--- src/rtl/popcount_csa_pipe_if.sv ---
// Producer/consumer port bundle for popcount_csa_pipe.
// A beat moves on in_valid && in_ready; a result moves on out_valid && out_ready.
interface popcount_csa_pipe_if #(
    parameter int W  = 32,
    parameter int AW = 16
);
    localparam int CW = $clog2(W + 1);

    logic          in_valid;
    logic          in_ready;
    logic [W-1:0]  in_data;
    logic          in_clear;
    logic          out_valid;
    logic          out_ready;
    logic [CW-1:0] out_count;
    logic [AW-1:0] out_acc;
    logic          out_sat;

    modport master (
        output in_valid, in_data, in_clear, out_ready,
        input  in_ready, out_valid, out_count, out_acc, out_sat
    );

    modport slave (
        input  in_valid, in_data, in_clear, out_ready,
        output in_ready, out_valid, out_count, out_acc, out_sat
    );
endinterface

--- src/rtl/popcount_csa_pipe.sv ---
// Pipelined population counter: full-adder carry-save tree, LAT-1 carry-save
// pipeline registers, ripple adder, then a saturating accumulator output register.
module popcount_csa_pipe #(
    parameter int W   = 32,
    parameter int LAT = 3,
    parameter int AW  = 16
) (
    input logic                clk,
    input logic                rst,
    popcount_csa_pipe_if.slave bus
);
    localparam int CW = $clog2(W + 1);
    localparam int C  = CW + 1;
    localparam int HB = 16;

    function automatic logic [1:0] fa(input logic a, input logic b, input logic c);
        return {(a & b) | (a & c) | (b & c), a ^ b ^ c};
    endfunction

    // Column heights of the reduction; carries out of the top column are
    // always zero because the count never reaches 2^CW.
    function automatic int calc_levels();
        int   h  [C];
        int   nh [C];
        int   lv;
        logic busy;
        lv = 0;
        for (int c = 0; c < C; c++) h[c] = 0;
        h[0] = W;
        for (int it = 0; it < W; it++) begin
            busy = 1'b0;
            for (int c = 0; c < C; c++) if (h[c] > 2) busy = 1'b1;
            if (busy) begin
                for (int c = 0; c < C; c++) nh[c] = 0;
                for (int c = 0; c < C; c++) begin
                    nh[c] += h[c] - 2 * (h[c] / 3);
                    if (c + 1 < C) nh[c+1] += h[c] / 3;
                end
                for (int c = 0; c < C; c++) h[c] = nh[c];
                lv++;
            end
        end
        return lv;
    endfunction

    localparam int NL  = calc_levels();
    localparam int HTW = (NL + 1) * C * HB;

    function automatic logic [HTW-1:0] calc_heights();
        logic [HTW-1:0] r;
        int h  [C];
        int nh [C];
        r = '0;
        for (int c = 0; c < C; c++) h[c] = 0;
        h[0] = W;
        for (int l = 0; l <= NL; l++) begin
            for (int c = 0; c < C; c++) r[(l*C+c)*HB +: HB] = HB'(h[c]);
            for (int c = 0; c < C; c++) nh[c] = 0;
            for (int c = 0; c < C; c++) begin
                nh[c] += h[c] - 2 * (h[c] / 3);
                if (c + 1 < C) nh[c+1] += h[c] / 3;
            end
            for (int c = 0; c < C; c++) h[c] = nh[c];
        end
        return r;
    endfunction

    localparam logic [HTW-1:0] HT = calc_heights();

    function automatic int ht(input int l, input int c);
        return int'(HT[(l*C+c)*HB +: HB]);
    endfunction

    logic          advance;
    logic [CW-1:0] csa_r0, csa_r1;
    logic          cur_valid, cur_clear;
    logic [CW-1:0] cur_r0, cur_r1;
    logic [CW-1:0] sum_cnt;
    logic [AW:0]   acc_sum;
    logic          out_valid_q, out_sat_q;
    logic [CW-1:0] out_count_q;
    logic [AW-1:0] out_acc_q;

    assign advance      = !out_valid_q || bus.out_ready;
    assign bus.in_ready = advance;

    // Each level: groups of three bits in a column become one sum in place and
    // one carry in the next column; leftover bits pass straight through.
    always_comb begin : csa_tree
        logic [W-1:0] t [NL+1][C];
        logic [W-1:0] cy;
        logic [1:0]   r;
        int           n, nf, n1, off;
        for (int l = 0; l <= NL; l++)
            for (int c = 0; c < C; c++) t[l][c] = '0;
        cy  = '0;
        r   = '0;
        n   = 0;
        nf  = 0;
        n1  = 0;
        off = 0;
        t[0][0] = bus.in_data;
        for (int l = 0; l < NL; l++) begin
            for (int c = 0; c < C; c++) begin
                n  = ht(l, c);
                nf = n / 3;
                cy = '0;
                for (int f = 0; f < W / 3; f++) begin
                    if (f < nf) begin
                        r = fa(t[l][c][3*f], t[l][c][3*f+1], t[l][c][3*f+2]);
                        t[l+1][c][f] = r[0];
                        cy[f]        = r[1];
                    end
                end
                for (int k = 0; k < W; k++)
                    if (k >= 3 * nf && k < n) t[l+1][c][k-2*nf] = t[l][c][k];
                if (c + 1 < C) begin
                    n1  = ht(l, c + 1);
                    off = n1 - 2 * (n1 / 3);
                    for (int f = 0; f < W / 3; f++)
                        if (f < nf) t[l+1][c+1][off+f] = cy[f];
                end
            end
        end
        csa_r0 = '0;
        csa_r1 = '0;
        for (int c = 0; c < CW; c++) begin
            csa_r0[c] = t[NL][c][0];
            csa_r1[c] = t[NL][c][1];
        end
    end

    generate
        if (LAT == 1) begin : g_nopipe
            assign cur_valid = bus.in_valid;
            assign cur_clear = bus.in_clear;
            assign cur_r0    = csa_r0;
            assign cur_r1    = csa_r1;
        end else begin : g_pipe
            logic [LAT-2:0] v_q, c_q;
            logic [CW-1:0]  r0_q [LAT-1];
            logic [CW-1:0]  r1_q [LAT-1];

            always_ff @(posedge clk) begin
                if (rst) begin
                    v_q <= '0;
                    c_q <= '0;
                    for (int i = 0; i < LAT - 1; i++) begin
                        r0_q[i] <= '0;
                        r1_q[i] <= '0;
                    end
                end else if (advance) begin
                    for (int i = LAT - 2; i > 0; i--) begin
                        v_q[i]  <= v_q[i-1];
                        c_q[i]  <= c_q[i-1];
                        r0_q[i] <= r0_q[i-1];
                        r1_q[i] <= r1_q[i-1];
                    end
                    v_q[0]  <= bus.in_valid;
                    c_q[0]  <= bus.in_clear;
                    r0_q[0] <= csa_r0;
                    r1_q[0] <= csa_r1;
                end
            end

            assign cur_valid = v_q[LAT-2];
            assign cur_clear = c_q[LAT-2];
            assign cur_r0    = r0_q[LAT-2];
            assign cur_r1    = r1_q[LAT-2];
        end
    endgenerate

    always_comb begin : ripple
        logic [1:0] r;
        logic       carry;
        sum_cnt = '0;
        carry   = 1'b0;
        r       = '0;
        for (int i = 0; i < CW; i++) begin
            r          = fa(cur_r0[i], cur_r1[i], carry);
            sum_cnt[i] = r[0];
            carry      = r[1];
        end
    end

    assign acc_sum = (cur_clear ? {(AW+1){1'b0}} : {1'b0, out_acc_q})
                   + {{(AW+1-CW){1'b0}}, sum_cnt};

    always_ff @(posedge clk) begin
        if (rst) begin
            out_valid_q <= 1'b0;
            out_count_q <= '0;
            out_acc_q   <= '0;
            out_sat_q   <= 1'b0;
        end else if (advance) begin
            out_valid_q <= cur_valid;
            if (cur_valid) begin
                out_count_q <= sum_cnt;
                if (acc_sum[AW]) begin
                    out_acc_q <= '1;
                    out_sat_q <= 1'b1;
                end else begin
                    out_acc_q <= acc_sum[AW-1:0];
                    out_sat_q <= cur_clear ? 1'b0 : out_sat_q;
                end
            end
        end
    end

    assign bus.out_valid = out_valid_q;
    assign bus.out_count = out_count_q;
    assign bus.out_acc   = out_acc_q;
    assign bus.out_sat   = out_sat_q;
endmodule

--- src/flat_wrapper.sv ---
// flat-port wrapper written by rule: the top's interface ports become plain ports
module popcount_csa_pipe_flat 
#(
    parameter int W   = 32,
    parameter int LAT = 3,
    parameter int AW  = 16
)
  (clk, rst, bus_in_valid, bus_in_data, bus_in_clear, bus_out_ready, bus_in_ready, bus_out_valid, bus_out_count, bus_out_acc, bus_out_sat);
  popcount_csa_pipe_if #(.W(W), .AW(AW)) bus_i ();
  input logic clk;
  input logic rst;
  input wire logic [$bits(bus_i.in_valid)-1:0] bus_in_valid;
  input wire logic [$bits(bus_i.in_data)-1:0] bus_in_data;
  input wire logic [$bits(bus_i.in_clear)-1:0] bus_in_clear;
  input wire logic [$bits(bus_i.out_ready)-1:0] bus_out_ready;
  output wire logic [$bits(bus_i.in_ready)-1:0] bus_in_ready;
  output wire logic [$bits(bus_i.out_valid)-1:0] bus_out_valid;
  output wire logic [$bits(bus_i.out_count)-1:0] bus_out_count;
  output wire logic [$bits(bus_i.out_acc)-1:0] bus_out_acc;
  output wire logic [$bits(bus_i.out_sat)-1:0] bus_out_sat;
  assign bus_i.in_valid = bus_in_valid;
  assign bus_i.in_data = bus_in_data;
  assign bus_i.in_clear = bus_in_clear;
  assign bus_i.out_ready = bus_out_ready;
  assign bus_in_ready = bus_i.in_ready;
  assign bus_out_valid = bus_i.out_valid;
  assign bus_out_count = bus_i.out_count;
  assign bus_out_acc = bus_i.out_acc;
  assign bus_out_sat = bus_i.out_sat;
  popcount_csa_pipe #(.W(W), .LAT(LAT), .AW(AW)) u_core (.clk(clk), .rst(rst), .bus(bus_i));
endmodule
--- config.mk ---
export PLATFORM = sky130hd
export DESIGN_NAME = popcount_csa_pipe_flat
export DESIGN_NICKNAME = d
export VERILOG_FILES = /design/src/rtl/popcount_csa_pipe_if.sv /design/src/rtl/popcount_csa_pipe.sv /design/src/flat_wrapper.sv
export SDC_FILE = /design/constraint.sdc
export NUM_CORES = 1
export LEC_CHECK = 0
export ABC_AREA = 1
export ABC_CLOCK_PERIOD_IN_PS = 4500
export BUFFER_PORTS_ARGS = -buffer_cell sky130_fd_sc_hd__buf_2
export CORE_MARGIN = 3
export CORE_UTILIZATION = 50
export CTS_CLUSTER_SIZE = 20
export DETAILED_ROUTE_END_ITERATION = 6
export PLACE_DENSITY = 0.78
export RECOVER_POWER = 100
export SYNTH_ARGS = -nofsm -noshare
export SYNTH_HDL_FRONTEND = slang
export SYNTH_SLANG_ARGS = --single-unit
--- constraint.sdc ---
create_clock -name clk -period 4.5 [get_ports clk]
set_clock_uncertainty 0.2 [all_clocks]
set_input_delay 0.225 -clock clk [delete_from_list [all_inputs] [get_ports clk]]
set_output_delay 0.225 -clock clk [all_outputs]
set_load 0.02 [all_outputs]
# ---- Yosys cells after proc, flatten, opt, wreduce, memory -nomap -nowiden
# Memories as Yosys holds them, arrays and structs flattened.
# Cells that the tools add are included.
dict set report totals {
  mem_bits_rw 24
  out_inout_bits 25
  ff_bits 28
  input_bits 37
  memories 2
  wordCells 245
}
dict set report op_classes {
  mux 13
  reduce_logical 5
  bitwise_logic 218
  addsub 1
}
# name depth word_bits rd rd_ports_with_merged_regs wr line_no
set mem_list {}
lappend mem_list {u_core.g_pipe.r0_q 2 6 2 0 2 popcount_csa_pipe.sv:141} ;# logic [CW-1:0] r0_q [LAT-1];
lappend mem_list {u_core.g_pipe.r1_q 2 6 2 0 2 popcount_csa_pipe.sv:142} ;# logic [CW-1:0] r1_q [LAT-1];
# operator n
set op_table {}
lappend op_table {{1-bit bitwise AND} 91}
lappend op_table {{1-bit OR} 64}
lappend op_table {{1-bit XOR} 63}
lappend op_table {{16-bit 2-to-1 mux} 2}
lappend op_table {{6-bit 2-to-1 mux} 4}
lappend op_table {{17-bit by 6-bit adder with 17-bit output} 1}
lappend op_table {{1-bit 2-to-1 mux} 7}
lappend op_table {{3-bit AND reduction} 1}
lappend op_table {{2-bit AND reduction} 1}
lappend op_table {{2-bit nonzero test} 1}
lappend op_table {{1-bit zero test} 1}
lappend op_table {{1-bit logical OR} 1}

# ---- Depth between registers and ports, before layout
# Gate-level depths: netlist of run 1.
dict set report logic_depth {
  ltp_word 19
  ltp_mapped 16
  mapped_depth_nobuf 16
}

# ---- Worst setup path before layout of run 1
# Ideal clock, no wire load.
dict set report synth_timing {
  path_type {in2reg}
  from {input bus_in_data[0]}
  to {memory u_core.g_pipe.r0_q[0][3] (netlist bit), data pin}
  path_buffers 0
  t_arrival_ns 3.695
  setup_time_ns 0.265
  stages 13
  slack_ns 0.340
  required_ns 4.035
  cell_sequence {inv_1 > fa_1 > fa_1 > fa_1 > inv_1 > fa_1 > inv_1 > fa_1 > fa_1 > inv_1 > fa_1 > inv_1 > nor2_1}
}
# item line_no
set synth_rtl {}
lappend synth_rtl {{start: declaration} flat_wrapper.sv:13} ;# input wire logic [$bits(bus_i.in_data)-1:0] bus_in_data;
lappend synth_rtl {{end: declaration} popcount_csa_pipe.sv:141}

==> results of run 1 <==
[sequential cells by signal (all words and copies together), names as in the netlist]
name / count
u_core.bus.out_valid: 1
u_core.bus.out_sat: 1
u_core.g_pipe.r1_q: 2
u_core.g_pipe.c_q: 2
u_core.bus.out_acc: 16
u_core.g_pipe.v_q: 2
u_core.bus.out_count: 6
u_core.g_pipe.r0_q: 10
[worst max-delay path: stages]
cell and delay (ns):
buf_2 0.07, inv_1 0.04, fa_1 0.45, fa_1 0.53
fa_1 0.56, inv_1 0.06, fa_1 0.52, inv_1 0.06
fa_1 0.44, fa_1 0.37, inv_1 0.08, fa_1 0.40
inv_1 0.06, nor2_1 0.04
[layer usage]
layer | wire length [um] | GRT usage | vias up
met4 | 157 | 0.0947 | 0
met3 | 375 | 0.0423 | 15
li1 | - | - | 1196
met2 | 2940 | 0.343 | 64
met1 | 2490 | 0.246 | 1052
met5 | 0 | 0 | -
[worst min path at each step]
| stage | endpoint | slack (ns) | from |
|---|---|---|---|
| after floorplan | u_core.g_pipe.c_q[0] | 0.16 | bus_in_clear |
| after global placement | u_core.g_pipe.v_q[1] | 0.26 | u_core.g_pipe.v_q[0] |
| after CTS | u_core.g_pipe.c_q[0] | 0.14 | bus_out_ready |
| after global routing | u_core.g_pipe.v_q[0] | 0.21 | bus_out_ready |
| after detailed placement | u_core.g_pipe.c_q[1] | 0.26 | u_core.g_pipe.c_q[0] |
| final | u_core.g_pipe.v_q[0] | 0.15 | bus_out_ready |
[Yosys cell counts, drive strengths merged (4+ instances only)]
master  instances  area share
nand3          11       0.019
edfxtp         12        0.12
nand3b          4       0.010
clkbuf          5      0.0099
nand2          50       0.073
o21a            4       0.010
nor2           69        0.11
fa             27        0.19
ha             11       0.047
inv            76       0.099
xor2            7       0.021
a21oi          14       0.029
dfxtp          28        0.19
o21ai          22       0.038
[power by group]
part / switching (mW) / leakage [nW] / internal, mW
combinational: 0.236 / 1.18 / 0.169
clock: 0.132 / 0.0541 / 0.164
sequential: 0.0192 / 0.370 / 0.431
[through the flow]
| step | total power [mW] | util | worst slack (ns) |
|---|---|---|---|
| 2_1_floorplan | 0.763 | - | 0.340 |
| 3_3_place_gp | 0.842 | 0.581 | 0.207 |
| 3_5_place_dp | 0.873 | 0.581 | 0.105 |
| 4_1_cts | 1.17 | 0.606 | 0.440 |
| 5_1_grt | 1.26 | 0.594 | 0.260 |
| 6_report | 1.15 | 0.594 | 0.447 |
[cell type report]
type | instances | share of cell area
flip-flops and latches | 40 | 0.278
repair buffers | 64 | 0.0915
clock inverters | 3 | 0.0128
multi-input cells | 227 | 0.483
clock buffers | 5 | 0.0208
well taps | 72 | 0.0272
inverters | 76 | 0.0865
[cells by family (layout without fill, tap and decap cells)]
| family | count (synthesis) | after routing | share of synthesized area |
|---|---|---|---|
| AOI/OAI and AO/OA | 42 | 42 | 0.0820 |
| xor gates and xnor gates | 8 | 8 | 0.0242 |
| adders and majority gates | 38 | 38 | 0.234 |
| buffers and inverters | 84 | 148 | 0.119 |
| DFF | 40 | 40 | 0.318 |
| and+or+nand+nor | 139 | 139 | 0.224 |
==> results.py, run 1 <==
metrics = {
    "routing": {
        "initialDrtViolationCount": 79,
        "post-route-drc-count": 0,
        "wire_per_inst_um": 12.2,
        "vias": 2327,
        "detail-route-antenna-nets": 0,
        "routed_wl_um": 5960,
        "drt-pass1-iter-count": 4,
        "detail_route.vias_per_cell": 4.78,
    },
    "synthesis": {
        "syn-cell-area_um2": 2900,
        "syn_inst": 351,
        "async_flop_share": 0,
        "syn_area_per_cell_um2": 8.26,
        "synth-edff-count": 12,
        "ys.flop_type": "dfxtp_1",
        "seq_area_frac_synth": 0.318,
        "synth-seq-cells": 40,
        "yosys_warnings": 0,
        "synth_fp_nets": 426,
        "synth_cell_type_count": 30,
    },
    "critical_path": {
        "worstPathArrival_ns": 3.90,
        "start_kind": "input pin",
        "worst-r2r-setup-slack_ns": 0.82,
        "critPathRequiredTime_ns": 4.34,
        "rr_startpoint": "u_core.g_pipe.r1_q[0][6]",
        "cp_max_fo": 1,
        "endpoint_kind": "flip-flop",
        "reg2reg_to": "u_core.bus.out_acc[7]",
        "crit_end": "u_core.g_pipe.r0_q[0][3]",
        "setup.worst_path.start": "bus_in_data[0]",
        "reg2reg_depth": 13,
        "path_class": "input pin to flip-flop",
    },
    "clock_network": {
        "numCtsBuffers": 5,
        "worstSkewPairLatency_ns": 0.30,
        "clock_sinks": 40,
        "htreeDepth": 2,
        "clk_pin_slew_ns": 0.08,
        "tritoncts": "yes",
        "root_buffer": "clkbuf_8",
        "cts.hold.buffers_added": 3,
        "cts-resized-gates": 0,
        "cts_buffer_depth": 2,
        "cts_setup_buffers": 0,
    },
    "place": {
        "placed_cell_area_um2": 3240,
        "port_buffers": 61,
        "post-place-cells": 476,
        "dp_hpwl_um": 4660,
        "routabilityCongestion": 0.900,
    },
    "timing": {
        "hold_viol": 0,
        "period_share": 0.901,
        "min_period_ns": 4.05,
        "max_slew.worst_pin.slew_ns": 1.45,
        "holdWs_ns": 0.151,
        "maxSlewHeadroom": 0.0287,
        "tns_ns": 0,
        "clock.fmax_mhz": 247,
        "final_max_slew_viol_count": 0,
        "rsz0062_at_grt": "false",
        "setup-violations-final": 0,
    },
    "final_layout": {
        "layoutNonFillerInstCount": 487,
        "final_cell_area_um2": 3310,
        "layout_common_cells": "inv_1 (73), nor2_1 (63), nand2_1 (47)",
        "fillCellCount": 532,
        "area.sequential_um2": 921,
        "num_antenna_cells": 0,
        "layout_commonest_cell": "inv_1",
        "multi_input_area_um2": 1600,
        "final_nets": 489,
        "syn_to_final_growth_pct": 14.2,
        "drive_gt1_frac": 0.137,
    },
    "outcome": {
        "status": "finished, final reports clean",
    },
    "floorplan": {
        "rows": 27,
        "start_util": 0.520,
        "core_um2": 5570,
        "die_h_um": 82.1,
        "die_w_um": 82.1,
        "dieArea_um2": 6750,
        "io_pins": 62,
    },
    "flow_run": {
        "cap_violations": 0,
    },
    "power_and_ir_drop": {
        "leakagePower_nw": 1.60,
        "ir_drop_uv": 163,
        "cellPowerDensity_nw_per_um2": 348,
    },
    "global_route": {
        "grt_max_degree": 26,
        "first_global_vias": 2405,
        "grt_overflow_total": 0,
        "grt.total_usage": 0.203,
        "antenna_found_initial": 0,
        "grt_pass1_wl_um": 10500,
    },
    "hold_path": {
        "hold_class": "input pin to flip-flop",
        "holdPathStages": 5,
    },
}
Power figures use the tool's default switching activity.
==> run 2: changes to the inputs <==
--- a/config.mk
+++ b/config.mk
@@ -8,6 +8,7 @@
 export ABC_AREA = 1
 export ABC_CLOCK_PERIOD_IN_PS = 4500
 export BUFFER_PORTS_ARGS = -buffer_cell sky130_fd_sc_hd__buf_2
+export CORE_ASPECT_RATIO = 0.5
 export CORE_MARGIN = 3
 export CORE_UTILIZATION = 50
 export CTS_CLUSTER_SIZE = 20
==> results.py, run 2 (synthesized netlist as in run 1, its figures left out) <==
metrics = {
    "outcome": {
        "status": "finished with violations",
        "violations": "max-capacitance violations, max-slew violations",
    },
    "final_layout": {
        "layout_common_cells": "inv_1 (73), nor2_1 (63), nand2_1 (47)",
        "layout_commonest_cell": "inv_1",
        "final_cell_area_um2": 3370,
        "largest_reg_flops": 16,
        "fillCellCount": 472,
        "syn_to_final_growth_pct": 16.3,
        "multi_input_area_um2": 1600,
        "drive_gt1_frac": 0.140,
        "final_nets": 489,
        "num_antenna_cells": 0,
        "area.sequential_um2": 921,
    },
    "place": {
        "port_buffers": 61,
        "dp_hpwl_um": 4550,
        "placed_cell_area_um2": 3240,
        "routabilityCongestion": 0.872,
    },
    "floorplan": {
        "die_h_um": 59.8,
        "rows": 18,
        "die_w_um": 114,
        "io_pins": 62,
        "dieArea_um2": 6800,
        "start_util": 0.552,
        "core_um2": 5250,
    },
    "global_route": {
        "first_global_vias": 2392,
        "grt.total_usage": 0.187,
        "grt_max_degree": 26,
        "grt_overflow_total": 0,
        "grt_pass1_wl_um": 10000,
        "antenna_found_initial": 0,
    },
    "power_and_ir_drop": {
        "swShare": 0.319,
        "clock_power_share": 0.328,
        "leakagePower_nw": 1.63,
        "switchingPower_uw": 405,
        "pwr-share-seq": 0.356,
        "ir_drop_uv": 230,
        "p_int_uw": 863,
        "combPwrFrac": 0.316,
        "cellPowerDensity_nw_per_um2": 376,
    },
    "timing": {
        "final_max_slew_viol_count": 26,
        "setup-violations-final": 0,
        "maxSlewHeadroom": -0.0226,
        "min_period_ns": 4.04,
        "period_share": 0.898,
        "tns_ns": 0,
        "clock.fmax_mhz": 247,
        "max_slew.worst_pin.slew_ns": 1.53,
        "rsz0062_at_grt": "false",
        "hold_viol": 0,
    },
    "critical_path": {
        "worst-r2r-setup-slack_ns": 0.79,
        "worstPathArrival_ns": 3.87,
        "cp_max_fo": 1,
        "path_buf_inv": 6,
        "crit_path_max_incr_delay_ns": 0.54,
        "reg2reg_depth": 13,
        "path_depth": 14,
        "cp_top_family": "adder cells",
        "crit_path_frequent_cell": "fa_1",
        "critPathRequiredTime_ns": 4.33,
        "path_class": "input pin to flip-flop",
        "path_cells": "buf_2 > inv_1 > fa_1 > fa_1 > fa_1 > inv_1 > fa_1 > inv_1 > fa_1 > fa_1 > inv_1 > fa_1 > inv_1 > nor2_1",
        "endpoint_kind": "flip-flop",
        "start_kind": "input pin",
        "slowest_stage": "fa_1",
    },
    "clock_network": {
        "worstSkewPairLatency_ns": 0.29,
        "clk_pin_slew_ns": 0.06,
        "tritoncts": "yes",
        "clock_sinks": 40,
        "numCtsBuffers": 5,
        "cts_buffer_depth": 2,
        "root_buffer": "clkbuf_16",
        "htreeDepth": 2,
    },
    "routing": {
        "post-route-drc-count": 0,
        "routed_wl_um": 5800,
        "wire_per_inst_um": 12.0,
        "detail-route-antenna-nets": 0,
        "drt-pass1-iter-count": 4,
        "vias": 2378,
        "detail_route.vias_per_cell": 4.90,
        "initialDrtViolationCount": 99,
    },
    "hold_path": {
        "hold_class": "input pin to flip-flop",
        "holdPathStages": 5,
    },
    "flow_run": {
        "cap_violations": 1,
    },
}
-- run 2: cell count changes in the layout (fill, tap and decap cells not counted) --
| cell | previous run | this run |
|---|---|---|
| a21oi_1 | 12 | 11 |
| a21oi_2 | 2 | 3 |
| clkbuf_16 | 0 | 5 |
| clkbuf_8 | 5 | 0 |
| clkinv_2 | 1 | 0 |
| inv_6 | 0 | 1 |
-- run 2: path summary, 6_finish.rpt --
path | end | from
max | u_core.g_pipe.r0_q[0][3] | bus_in_data[0]
max reg2reg | u_core.bus.out_acc[2] | u_core.g_pipe.r1_q[0][6]
min | u_core.g_pipe.v_q[0] | bus_out_ready
min reg2reg | u_core.g_pipe.c_q[1] | u_core.g_pipe.c_q[0]
-- run 2: power by group through the flow --
stage | logic [mW] | clock network (mW) | registers, mW
after floorplan | 0.295 | 0 | 0.467
after global placement | 0.388 | 0 | 0.456
after detailed placement | 0.409 | 0 | 0.458
final | 0.400 | 0.416 | 0.452
after CTS | 0.414 | 0.422 | 0.451
after global routing | 0.470 | 0.435 | 0.457
-- run 2: final cells by class --
type | count | area share
clock inverters | 3 | 0.0137
well taps | 70 | 0.0260
flip-flops and latches | 40 | 0.273
repair buffers | 64 | 0.0898
multi-input cells | 227 | 0.475
inverters | 76 | 0.0850
clock buffers | 5 | 0.0371
-- run 2: timing repair --
action | CTS | global route
hold buffers | 3 | 0
resized for setup | 0 | 0
hold endpoints to repair | 3 | 0
buffers inserted | 0 | 0
-- run 2: routing by layer --
metal | global-route usage | wire (um) | vias to the layer above
met5 | 0 | 0 | -
met4 | 0.0668 | 101 | 0
met2 | 0.351 | 2780 | 57
li1 | - | - | 1194
met3 | 0.0404 | 317 | 8
met1 | 0.214 | 2600 | 1119
-- run 2: metrics by stage --
| stage | cells | setup slack, ns | hold WS, ns | utilization | power, mW |
|---|---|---|---|---|---|
| 6_report | 485 | 0.458 | 0.148 | 0.643 | 1.27 |
| 5_1_grt | 485 | 0.312 | 0.228 | 0.643 | 1.36 |
| 4_1_cts | 485 | 0.442 | 0.143 | 0.655 | 1.29 |
| 3_5_place_dp | 474 | 0.136 | 0.265 | 0.617 | 0.867 |
| 3_3_place_gp | 474 | 0.192 | 0.252 | 0.617 | 0.844 |
| 2_1_floorplan | 351 | 0.340 | 0.164 | - | 0.763 |
-- run 2: worst min-delay path, delay by kind of cell --
kind            cells  cell delay (ns)
compound gates      1             0.06
buf+inv             2             0.18
simple gates        2             0.13
